`src/rtl/robo_pkg.sv`:
```
// robo_pkg: shared definitions for the robot-side wall-following controller.
//   estado_t           : 3-bit state codes, also shown on the debug LEDs
//   cmd_t / CMD_*      : one-hot command encoding {remover, girar, avancar}
//   DEF_*              : default parameter values
//   cntWidth()         : counter width able to hold 0..maxVal
package robo_pkg;

    typedef enum logic [2:0] {
        ST_IDLE     = 3'd0,
        ST_BUSCA    = 3'd1,
        ST_SEGUE    = 3'd2,
        ST_POS_ESQ  = 3'd3,
        ST_GIRA_DIR = 3'd4,
        ST_REMOVE   = 3'd5,
        ST_FIM      = 3'd6,
        ST_FALHA    = 3'd7
    } estado_t;

    typedef logic [2:0] cmd_t;

    localparam cmd_t CMD_NONE    = 3'b000;
    localparam cmd_t CMD_AVANCAR = 3'b001;
    localparam cmd_t CMD_GIRAR   = 3'b010;
    localparam cmd_t CMD_REMOVER = 3'b100;

    localparam int unsigned DEF_TURN_RIGHT_STEPS = 3;
    localparam int unsigned DEF_REMOVE_TIMEOUT   = 15;
    localparam int unsigned DEF_SETTLE_CYCLES    = 1;

    function automatic int unsigned cntWidth(input int unsigned maxVal);
        return (maxVal < 1) ? 1 : $clog2(maxVal + 1);
    endfunction

endpackage

```
`src/rtl/robo_controlador_if.sv`:
```
// robo_controlador_if: sensor/command bundle between the robot controller and the map model.
//   head, left, under, barrier : sensors (map -> robot)
//   avancar, girar, remover    : command pulses (robot -> map)
// master = robot controller side, slave = map side.
interface robo_controlador_if;

    logic head;
    logic left;
    logic under;
    logic barrier;
    logic avancar;
    logic girar;
    logic remover;

    modport master (
        input  head, left, under, barrier,
        output avancar, girar, remover
    );

    modport slave (
        output head, left, under, barrier,
        input  avancar, girar, remover
    );

endinterface

```
`src/rtl/robo_emissor_cmd.sv`:
```
// robo_emissor_cmd: turns a one-hot command request into a registered one-cycle pulse followed
// by SETTLE_CYCLES all-low cycles.
//   Clock50  in  robot clock
//   Reset    in  asynchronous active-low reset (drops a pulse in flight immediately)
//   cmdReq   in  command request, accepted only while busy is low
//   cmdPulse out registered one-hot command pulse
//   busy     out high during the pulse and all but the last settle cycle, so the controller
//                decides on the edge that closes the settle window
module robo_emissor_cmd
    import robo_pkg::*;
#(
    parameter int unsigned SETTLE_CYCLES = DEF_SETTLE_CYCLES
) (
    input  logic Clock50,
    input  logic Reset,
    input  cmd_t cmdReq,
    output cmd_t cmdPulse,
    output logic busy
);

    localparam int unsigned SettleW = cntWidth(SETTLE_CYCLES);

    cmd_t               pulseQ;
    logic [SettleW-1:0] settleQ;   // settle cycles still to come after the current one

    always_ff @(posedge Clock50 or negedge Reset) begin
        if (!Reset) begin
            pulseQ  <= CMD_NONE;
            settleQ <= '0;
        end else if (pulseQ != CMD_NONE) begin
            pulseQ  <= CMD_NONE;
            settleQ <= SettleW'(SETTLE_CYCLES - 1);
        end else if (settleQ != '0) begin
            settleQ <= settleQ - SettleW'(1);
        end else begin
            pulseQ <= cmdReq;
        end
    end

    assign cmdPulse = pulseQ;
    assign busy     = (pulseQ != CMD_NONE) || (settleQ != '0);

endmodule

```
`src/rtl/robo_controlador.sv`:
```
// robo_controlador: left-hand wall follower with barrier removal; halts on the black cell.
//   Clock50  in  robot clock (ClockRobo from the map)
//   Reset    in  asynchronous active-low reset
//   start    in  leaves ST_IDLE (sampled only there)
//   roboBus  if  sensors in / command pulses out (master modport)
//   done     out high in ST_FIM
//   falha    out high in ST_FALHA
//   estado   out current state code
//   passos   out forward-step count; only built with ROBO_CONTADOR_PASSOS_EN defined,
//                otherwise constant 0
module robo_controlador
    import robo_pkg::*;
#(
    parameter int unsigned TURN_RIGHT_STEPS = DEF_TURN_RIGHT_STEPS,
    parameter int unsigned REMOVE_TIMEOUT   = DEF_REMOVE_TIMEOUT,
    parameter int unsigned SETTLE_CYCLES    = DEF_SETTLE_CYCLES
) (
    input  logic                      Clock50,
    input  logic                      Reset,
    input  logic                      start,
    robo_controlador_if.master        roboBus,
    output logic                      done,
    output logic                      falha,
    output logic [2:0]                estado,
    output logic [15:0]               passos
);

    localparam int unsigned TurnW = cntWidth(TURN_RIGHT_STEPS - 1);
    localparam int unsigned RemW  = cntWidth(REMOVE_TIMEOUT);

    estado_t          stateQ, stateD;
    estado_t          savedQ, savedD;   // state to resume once the barrier is gone
    logic [TurnW-1:0] turnQ, turnD;
    logic [RemW-1:0]  remQ, remD;
    logic             doneQ, falhaQ;
    cmd_t             cmdReq;
    cmd_t             cmdPulse;
    logic             busy;

    robo_emissor_cmd #(
        .SETTLE_CYCLES (SETTLE_CYCLES)
    ) uEmissor (
        .Clock50  (Clock50),
        .Reset    (Reset),
        .cmdReq   (cmdReq),
        .cmdPulse (cmdPulse),
        .busy     (busy)
    );

    // Decisions happen only while the emitter is idle; a command's follow-up state is entered
    // on the issuing edge, so the settle window is spent waiting in the target state.
    always_comb begin
        stateD = stateQ;
        savedD = savedQ;
        turnD  = turnQ;
        remD   = remQ;
        cmdReq = CMD_NONE;
        if (!busy) begin
            case (stateQ)
                ST_IDLE: begin
                    if (start) stateD = ST_BUSCA;
                end
                ST_BUSCA: begin
                    if (roboBus.under) begin
                        stateD = ST_FIM;
                    end else if (roboBus.barrier) begin
                        stateD = ST_REMOVE;
                        savedD = ST_BUSCA;
                    end else if (roboBus.head) begin
                        stateD = ST_GIRA_DIR;
                        turnD  = '0;
                    end else begin
                        cmdReq = CMD_AVANCAR;
                        if (roboBus.left) stateD = ST_SEGUE;
                    end
                end
                ST_SEGUE: begin
                    if (roboBus.under) begin
                        stateD = ST_FIM;
                    end else if (roboBus.barrier) begin
                        stateD = ST_REMOVE;
                        savedD = ST_SEGUE;
                    end else if (!roboBus.left) begin
                        cmdReq = CMD_GIRAR;
                        stateD = ST_POS_ESQ;
                    end else if (roboBus.head) begin
                        stateD = ST_GIRA_DIR;
                        turnD  = '0;
                    end else begin
                        cmdReq = CMD_AVANCAR;
                    end
                end
                ST_POS_ESQ: begin
                    if (roboBus.under) begin
                        stateD = ST_FIM;
                    end else if (roboBus.barrier) begin
                        stateD = ST_REMOVE;
                        savedD = ST_POS_ESQ;
                    end else begin
                        stateD = ST_SEGUE;
                        if (!roboBus.head) cmdReq = CMD_AVANCAR;
                    end
                end
                ST_GIRA_DIR: begin
                    // Right turn = repeated left turns; sensors are not looked at mid-turn.
                    cmdReq = CMD_GIRAR;
                    if (turnQ == TurnW'(TURN_RIGHT_STEPS - 1)) begin
                        turnD  = '0;
                        stateD = ST_SEGUE;
                    end else begin
                        turnD = turnQ + TurnW'(1);
                    end
                end
                ST_REMOVE: begin
                    if (roboBus.under) begin
                        stateD = ST_FIM;
                    end else if (!roboBus.barrier) begin
                        stateD = savedQ;
                        remD   = '0;
                    end else if (remQ == RemW'(REMOVE_TIMEOUT)) begin
                        stateD = ST_FALHA;
                    end else begin
                        cmdReq = CMD_REMOVER;
                        remD   = remQ + RemW'(1);
                    end
                end
                default: ;   // ST_FIM and ST_FALHA hold until reset
            endcase
        end
    end

    always_ff @(posedge Clock50 or negedge Reset) begin
        if (!Reset) begin
            stateQ <= ST_IDLE;
            savedQ <= ST_IDLE;
            turnQ  <= '0;
            remQ   <= '0;
            doneQ  <= 1'b0;
            falhaQ <= 1'b0;
        end else begin
            stateQ <= stateD;
            savedQ <= savedD;
            turnQ  <= turnD;
            remQ   <= remD;
            doneQ  <= (stateD == ST_FIM);
            falhaQ <= (stateD == ST_FALHA);
        end
    end

    assign roboBus.avancar = (cmdPulse == CMD_AVANCAR);
    assign roboBus.girar   = (cmdPulse == CMD_GIRAR);
    assign roboBus.remover = (cmdPulse == CMD_REMOVER);
    assign done            = doneQ;
    assign falha           = falhaQ;
    assign estado          = stateQ;

`ifdef ROBO_CONTADOR_PASSOS_EN
    logic [15:0] passosQ;

    always_ff @(posedge Clock50 or negedge Reset) begin
        if (!Reset) begin
            passosQ <= '0;
        end else if (cmdPulse == CMD_AVANCAR && passosQ != 16'hFFFF) begin
            passosQ <= passosQ + 16'd1;
        end
    end

    assign passos = passosQ;
`else
    assign passos = '0;
`endif

endmodule

```
`src/flat_wrapper.sv`:
```
// flat-port wrapper written by rule: the top's interface ports become plain ports
module robo_controlador_flat import robo_pkg::*;
#(
    parameter int unsigned TURN_RIGHT_STEPS = DEF_TURN_RIGHT_STEPS,
    parameter int unsigned REMOVE_TIMEOUT   = DEF_REMOVE_TIMEOUT,
    parameter int unsigned SETTLE_CYCLES    = DEF_SETTLE_CYCLES
)
  (Clock50, Reset, start, done, falha, estado, passos, roboBus_head, roboBus_left, roboBus_under, roboBus_barrier, roboBus_avancar, roboBus_girar, roboBus_remover);
  robo_controlador_if roboBus_i ();
  input  logic Clock50;
  input  logic Reset;
  input  logic start;
  output logic done;
  output logic falha;
  output logic [2:0] estado;
  output logic [15:0] passos;
  input wire logic [$bits(roboBus_i.head)-1:0] roboBus_head;
  input wire logic [$bits(roboBus_i.left)-1:0] roboBus_left;
  input wire logic [$bits(roboBus_i.under)-1:0] roboBus_under;
  input wire logic [$bits(roboBus_i.barrier)-1:0] roboBus_barrier;
  output wire logic [$bits(roboBus_i.avancar)-1:0] roboBus_avancar;
  output wire logic [$bits(roboBus_i.girar)-1:0] roboBus_girar;
  output wire logic [$bits(roboBus_i.remover)-1:0] roboBus_remover;
  assign roboBus_i.head = roboBus_head;
  assign roboBus_i.left = roboBus_left;
  assign roboBus_i.under = roboBus_under;
  assign roboBus_i.barrier = roboBus_barrier;
  assign roboBus_avancar = roboBus_i.avancar;
  assign roboBus_girar = roboBus_i.girar;
  assign roboBus_remover = roboBus_i.remover;
  robo_controlador #(.TURN_RIGHT_STEPS(TURN_RIGHT_STEPS), .REMOVE_TIMEOUT(REMOVE_TIMEOUT), .SETTLE_CYCLES(SETTLE_CYCLES)) u_core (.Clock50(Clock50), .Reset(Reset), .start(start), .roboBus(roboBus_i), .done(done), .falha(falha), .estado(estado), .passos(passos));
endmodule
```
`config.mk`:
```
export PLATFORM = sky130hd
export DESIGN_NAME = robo_controlador_flat
export DESIGN_NICKNAME = d
export VERILOG_FILES = /design/src/rtl/robo_pkg.sv /design/src/rtl/robo_controlador_if.sv /design/src/rtl/robo_emissor_cmd.sv /design/src/rtl/robo_controlador.sv /design/src/flat_wrapper.sv
export SDC_FILE = /design/constraint.sdc
export NUM_CORES = 1
export LEC_CHECK = 0
export BUFFER_PORTS_ARGS = -buffer_cell sky130_fd_sc_hd__buf_2
export CAP_MARGIN = 20
export CORE_MARGIN = 2
export CORE_UTILIZATION = 42
export CTS_BUF_LIST = sky130_fd_sc_hd__clkbuf_4 sky130_fd_sc_hd__clkbuf_8 sky130_fd_sc_hd__clkbuf_16
export DETAILED_ROUTE_END_ITERATION = 10
export PLACE_DENSITY = 0.72
export SYNTH_ARGS = -nofsm -noshare
export SYNTH_HDL_FRONTEND = slang
export SYNTH_SLANG_ARGS = --single-unit
```
`constraint.sdc`:
```
create_clock -name Clock50 -period 3.95 [get_ports Clock50]
set_clock_uncertainty 0.1 [all_clocks]
set_input_delay 0.9875 -clock Clock50 [delete_from_list [all_inputs] [get_ports Clock50]]
set_output_delay 0.9875 -clock Clock50 [all_outputs]
set_load 0.1 [all_outputs]
```
After elaboration in Yosys (flattened, before gate mapping) --
Index checks and enable logic that the tools add are counted.
Storage, ports and cells: register bits 18, bits of input ports 7
Cells by class: reduce and logical (&&, ||, !) cells 9, equal/unequal tests 23, bitwise gates (word level) 2, add/sub/neg operators 3, mux-type cells 49
Operator list (count):
- $mux W3 | 33
- $ne A2 B2 Y1 const B | 10
- $pmux W3 S6 | 1
- $eq A3 B3 Y1 const B | 5
- $mux W2 | 7
- $pmux W3 S4 | 1
- $eq A3 B2 Y1 const B | 3
- $pmux W3 S3 | 1
- $reduce_bool A3 Y1 | 3
- $mux W4 | 2
- $reduce_and A8 Y1 | 1
- $reduce_and A7 Y1 | 1
- $eq A3 B1 Y1 const B | 2
- $pmux W2 S3 | 1
- $add A4 B1 Y4 const B | 1
- $eq A4 B4 Y1 const B | 1
- $reduce_and A4 Y1 | 1
- $logic_not A3 Y1 | 1
- $mux W1 | 3
- $add A2 B1 Y2 const B | 1
- $eq A2 B2 Y1 const B | 1
- $ne A2 B1 Y1 const B | 1
- $not A1 Y1 | 2
- $reduce_or A2 Y1 | 1
- 2 further kinds | 2

Longest topological paths before layout --
Gate-level depths: netlist (run 1).
word-level depth 8, mapped depth 6, depth with buffers taken out 6

Hierarchy --
A second synthesis (run 1) with hierarchy kept.
Second synthesis, totals: cell total of the unflattened synthesis 134, area, all modules 1241.2 sq um
Modules (own cells, without submodules):
- robo_controlador | sequential area each 325.3 sq um, instances 1, area an instance 1133.6 sq um, cells an instance 127
- robo_emissor_cmd | sequential area each 75.1 sq um, instances 1, area an instance 107.6 sq um, cells an instance 7

Least setup slack after synthesis (run 1) --
No wires, ideal clock.
path type register to output, start point register u_core.uEmissor.pulseQ[2] (netlist: u_core.uEmissor.cmdPulse[2]), end point output port roboBus_avancar, setup slack 0.235 ns, cell stages (with the launch flop) 2, arrival 2.627 ns, path buffers 0, path through dfrtp_1 -> nor3b_1
Between the ends: cells in the longest elaborated chain, start to end 1
RTL lines:
- from (decl) | line robo_emissor_cmd.sv:23 | cmd_t pulseQ;
- from (signal assigned) | line robo_emissor_cmd.sv:36 | pulseQ <= cmdReq;
- $eq A3 B1 Y1 | line robo_controlador.sv:150 | assign roboBus.avancar = (cmdPulse == CMD_AVANCAR);
- to (decl) | line flat_wrapper.sv:21 | output wire logic [$bits(roboBus_i.avancar)-1:0] roboBus_avancar;
No other way between the ends.

Final worst setup path (run 1) --
start point register u_core.stateQ[0] (netlist: u_core.estado[0]), end point output port estado[0]
RTL lines:
- from (decl) | line robo_controlador.sv:31 | estado_t stateQ, stateD;
- from (signal assigned) | line robo_controlador.sv:141 | stateQ <= stateD;
- to (decl) | line flat_wrapper.sv:15 | output logic [2:0] estado;
No word-level cell between the ends.

==> results_dict.tcl, run 1 <==
set metrics [dict create \
    path_cells "buf_2" \
    nets 150 \
    hp-class "reg2reg" \
    yosysTopAreaCell "dfrtp_1" \
    post-route-min-period_ps 2700 \
    status "finished, final reports clean" \
    synth_top_area_share_pct 32.5 \
    drt-vias-per-instance 5.76 \
    swShare_pct 56.7 \
    rsz0062_at_grt "false" \
    p_comb_share_pct 60.0 \
    power.leakage_nw 0.582 \
    drt_iter0_drc 40 \
    grt-ovfl-total 0 \
    fillCellCount 270 \
    placedInstanceArea_um2 1200 \
    drc_errors 0 \
    post_cts_resized 0 \
    rows 19 \
    die_h_um 58.2 \
    core-area_um2 2780 \
    relSlewSlack_pct 56.0 \
    antenna_found_initial 0 \
    dieArea_um2 3380 \
    die_width_um 58.2 \
    fin_setup_tns_ps 0 \
    yosysSeqAreaShare_pct 32.5 \
    tightest_slew_ps 660 \
    p_clk_share_pct 10.2 \
    crit_family "flip-flops" \
    clock-sinks 16 \
    final_hold_viol_count 0 \
    p_switching_w 0.000614 \
    synth-edff-count 0 \
    postSynthCellCount 132 \
    place_hpwl_mm 1.80 \
    post-cts-setup-buffer-count 0 \
    p_per_area_nw_per_um2 874 \
    syn_area_um2 1230 \
    dr.pass1.iters 4 \
    path_clk_slew_ps 100 \
    drive_above_1_share_pct 25.5 \
    design_area_um2 1240 \
    fin_crit_sh_pct 68.3 \
    diodes 0 \
    syn_avg_cell_area_um2 9.34 \
    arrival_ps 1610 \
    h-tree-depth 1 \
    grt_max_degree 19 \
    cp-end-kind "primary output" \
    worst-path-buf-inv 1 \
    seqCellArea_um2 400 \
    synth-seq-cells 16 \
    synth-async-reset-ratio_pct 100 \
    multi_input_area_um2 682 \
    crit_path_max_fanout 18 \
    drv_slew 0 \
    routedWlPerCell_um 14.0 \
    track_usage_pct 14.7 \
    clock_path_buffers 2 \
    first_global_vias 824 \
    seq_power_share_pct 29.8 \
    ir_drop_mv 0.738 \
    path_class "reg2out" \
    ys.flop_type "dfrtp_1" \
    syn_to_final_growth_pct 0.508 \
    ios 31 \
    cpPeakStageDelay_ps 780 \
    ys_warn_count 0 \
    ys_top_cells_by_count "18 x buf_4, 16 x dfrtp_1, 12 x nor2_1" \
    clk-insertion-delay-late_ps 290 \
    numPortBuffers 14 \
    grt_pass1_wl_mm 3.85 \
    timing.max_cap.violations 0 \
    numCtsBuffers 3 \
    holdWs_ps 415 \
    max_freq_mhz 371 \
    cts_tree "yes" \
    critPathRequiredTime_ps 2860 \
    synth_most_common_cell "buf_4" \
    synth_area_leaders "dfrtp_1 32%, buf_4 11%, buf_6 4.6%" \
    start_util_pct 44.3 \
    vias 991 \
    yosysUniqueCellTypes 47 \
    hold_buffers 0 \
    critPathLaunchType "flip-flop" \
    finalSetupViolations 0 \
    power.internal_w 0.000469 \
    slowest_stage "dfrtp_1" \
    place_congestion 0.909 \
    ant_nets 0 \
    clockRootBuffer "clkbuf_4" \
    wl_mm 2.40 \
]
==> cells in the final DEF (no fill, tap or decap), drive strengths merged <==
cell type,n
a211oi,2
a21boi,1
a21o,2
a21oi,8
a22o,3
a311o,1
a31oi,3
a41oi,1
and2b,4
and3,1
and4b,1
and4bb,2
buf,14
clkbuf,4
conb,16
dfrtp,16
ha,1
inv,3
nand2,10
nand2b,2
nand3,2
nand3b,1
nand4,2
nor2,12
nor2b,1
nor3,8
nor3b,6
nor4,2
nor4b,1
o211ai,1
o21a,1
o21ai,6
o21bai,1
o221ai,1
or3,1
==> routing by layer <==
layer / part of all wire, % / up-vias / track usage, %
met2: 51 / 42 / 22.6
met1: 42 / 484 / 20.6
li1: - / 462 / -
met3: 5.8 / 3 / 2.01
met4: 0.87 / 0 / 6.64
met5: 0 / - / 0
==> layout make-up <==
type,instances,area share [%]
Tap cell,31,3.13
Clock buffer,4,2.93
Timing Repair Buffer,14,5.66
Sequential cell,16,32.3
Inverter,3,0.909
Multi-Input combinational cell,104,55.1
==> flip-flops by register name, summed over array words and instances (netlist names) <==
signal,cells
u_core.done,1
u_core.estado,3
u_core.falha,1
u_core.remQ,4
u_core.savedQ,2
u_core.turnQ,2
u_core.uEmissor.cmdPulse,3
==> through the flow <==
step,instances,util (%),setup WS (ps),power (W)
after floorplan,147,-,235,0.000930
after global placement,168,43.2,1580,0.000957
after detailed placement,168,43.2,1530,0.000975
after CTS,172,44.5,1260,0.00109
after global routing,172,44.5,1160,0.00115
final,172,44.5,1250,0.00108
==> path summary, 6_finish.rpt <==
path | startpoint | end | slack, ps | cells past startpoint
max in group asynchronous | Reset | u_core.uEmissor.cmdPulse[1] | 2990 | 1
min in group asynchronous | Reset | u_core.done | 490 | 1
worst max register to register | u_core.estado[0] | u_core.done | 1990 | 4
worst min register to register | u_core.savedQ[1] | u_core.savedQ[1] | 420 | 2
worst min-delay path | u_core.savedQ[1] | u_core.savedQ[1] | 420 | 2
worst max-delay path | u_core.estado[0] | estado[0] | 1250 | 1
==> kinds of logic (layout without fill, tap and decap cells) <==
family	after synthesis	count (layout)	synth area share, %
flops	16	16	32.5
other cells	1	16	0.304
simple gates	56	56	31.5
fa+ha+maj	1	1	1.02
buf+inv	27	21	16.8
compound gates	31	31	18.0
==> power groups by stage <==
stage	Combinational (W)	Sequential (W)	Clock (W)
detailed placement	0.000651	0.000324	0
global route	0.000691	0.000334	0.000124
global placement	0.000639	0.000318	0
floorplan	0.000494	0.000437	0
CTS	0.000652	0.000321	0.000116
finish	0.000649	0.000323	0.000111
No activity file was read; power rests on OpenSTA's default activity.
==> run 2, diff against run 1 <==
Settings changed: PLACE_DENSITY 0.72 to 0.75.
Clock period 3.95 ns to 2.3 ns, I/O delays scaled along.
==> run 2 against run 1 <==
Via count down 3.6%. Flip-flop and latch count unchanged. Combinational power is 77% higher. Largest power group unchanged. Register-to-register slack lost 1700 ps. Worst hold slack worse by 340 ps. Wire length shrank 2.0%. Total power up 74%. Highest routed layer unchanged. Setup slack lost 1100 ps. Sequential share of layout area down 0.58 points.
==> results_dict.tcl, run 2 (synthesis results as in run 1) <==
set metrics [dict create \
    status "finished, final reports clean" \
    holdWs_ps 71.8 \
    relSlewSlack_pct 65.7 \
    utilization_pct 45.3 \
    numCtsBuffers 3 \
    post-route-min-period_ps 2160 \
    place_hpwl_mm 1.78 \
    drv_slew 0 \
    tightest_slew_ps 514 \
    slowest_stage "dfrtp_1" \
    clock-sinks 16 \
    drive_above_1_share_pct 28.2 \
    place_congestion 0.933 \
    post-cts-setup-buffer-count 0 \
    critPathLaunchType "flip-flop" \
    multi_input_area_um2 697 \
    cp-end-kind "primary output" \
    worst-path-buf-inv 1 \
    dieArea_um2 3380 \
    cts_tree "yes" \
    finalSetupViolations 0 \
    routedWlPerCell_um 13.6 \
    core-area_um2 2780 \
    rows 19 \
    die_h_um 58.2 \
    rsz0062_at_grt "false" \
    first_global_vias 885 \
    p_per_area_nw_per_um2 1490 \
    largest_register_ffs 4 \
    crit_path_max_fanout 17 \
    hp-class "in2async" \
    arrival_ps 1490 \
    grt-ovfl-total 0 \
    worstReg2RegEnd "u_core.falha" \
    pre_cts_slack_ps 309 \
    final_hold_viol_count 0 \
    setup_ws_ps 139 \
    drc_errors 0 \
    dr.pass1.iters 4 \
    start_util_pct 44.3 \
    ant_nets 0 \
    largest-register "u_core.remQ" \
    antenna_found_initial 0 \
    seqCellArea_um2 400 \
    reg2reg_depth 5 \
    wl_met1_um 980 \
    clk-insertion-delay-late_ps 290 \
    fillCellCount 262 \
    grt_max_degree 18 \
    diodes 0 \
    die_width_um 58.2 \
    vias 955 \
    track_usage_pct 15.3 \
    cpPeakStageDelay_ps 670 \
    hold_buffers 0 \
    post_cts_resized 0 \
    final_cell_mix "16 x conb_1, 16 x dfrtp_1, 14 x buf_2" \
    ir_drop_mv 1.07 \
    rrSetupSlack_ps 310 \
    fin_crit_sh_pct 93.9 \
    numPortBuffers 14 \
    crit_family "flip-flops" \
    clock_path_buffers 2 \
    wl_met2_mm 1.17 \
    power.leakage_nw 0.599 \
    path_class "reg2out" \
    met3_length_um 187 \
    critPathRequiredTime_ps 1620 \
    top_layer "met4" \
    critical_path_cell_count 1 \
    fin_setup_tns_ps 0 \
    path_clk_slew_ps 100 \
    worstSetupEndpoint "estado[1]" \
    clockRootBuffer "clkbuf_4" \
    drt_iter0_drc 42 \
    p_total_w 0.00188 \
    h-tree-depth 1 \
    grt_pass1_wl_mm 3.97 \
    nets 151 \
    path_cells "buf_2" \
    timing.max_cap.violations 0 \
    critPathLaunch "u_core.estado[1]" \
    r2r-start "u_core.estado[1]" \
    ios 31 \
    drt-vias-per-instance 5.52 \
    max_freq_mhz 463 \
    wl_mm 2.35 \
    syn_to_final_growth_pct 2.34 \
]
[run 2: cell types whose count changed in the layout (fill, tap and decap cells not counted)]
cell,before,now
nor3b_2,2,5
nor3b_1,4,1
buf_4,0,1
[run 2: worst min path at each step]
stage	to	cells past startpoint	start	slack [ps]
6_report	u_core.turnQ[1]	1	Reset	70
5_1_grt	u_core.turnQ[1]	1	Reset	90
4_1_cts	u_core.turnQ[1]	1	Reset	80
3_5_place_dp	u_core.savedQ[1]	2	u_core.savedQ[1]	390
3_3_place_gp	u_core.savedQ[1]	2	u_core.savedQ[1]	390
2_1_floorplan	u_core.done	0	Reset	180
[run 2: layout make-up]
cell class	count	area share [%]
clock buffer	4	2.88
sequential	16	31.7
tap	31	3.08
timing repair buffer	15	6.15
inverter	3	0.893
multi-input combinational	104	55.3
[run 2: per-layer routing]
layer	GRT usage, %	up-vias
met4	4.98	0
met3	4.46	4
met5	0	-
met2	25.5	48
met1	19.1	444
li1	-	459
[run 2: stage by stage]
| step | cells | cell area [µm²] |
|---|---|---|
| after floorplan | 147 | 1300 |
| after global placement | 169 | 1220 |
| after detailed placement | 169 | 1220 |
| after CTS | 173 | 1260 |
| after global routing | 173 | 1260 |
| final | 173 | 1260 |
[run 2: worst register-to-register path: stages, from the launching register on]
cell and delay (ps):
dfrtp_1 580, and2b_4 410, nand2_4 90, nor3_2 260, nor4_4 80, nor4b_1 350
[run 2: power breakdown]
part	switching (W)	internal, W	total, W
sequential	0.000163	0.000381	0.000543
clock	0.0000934	0.0000965	0.000190
combinational	0.000810	0.000340	0.00115
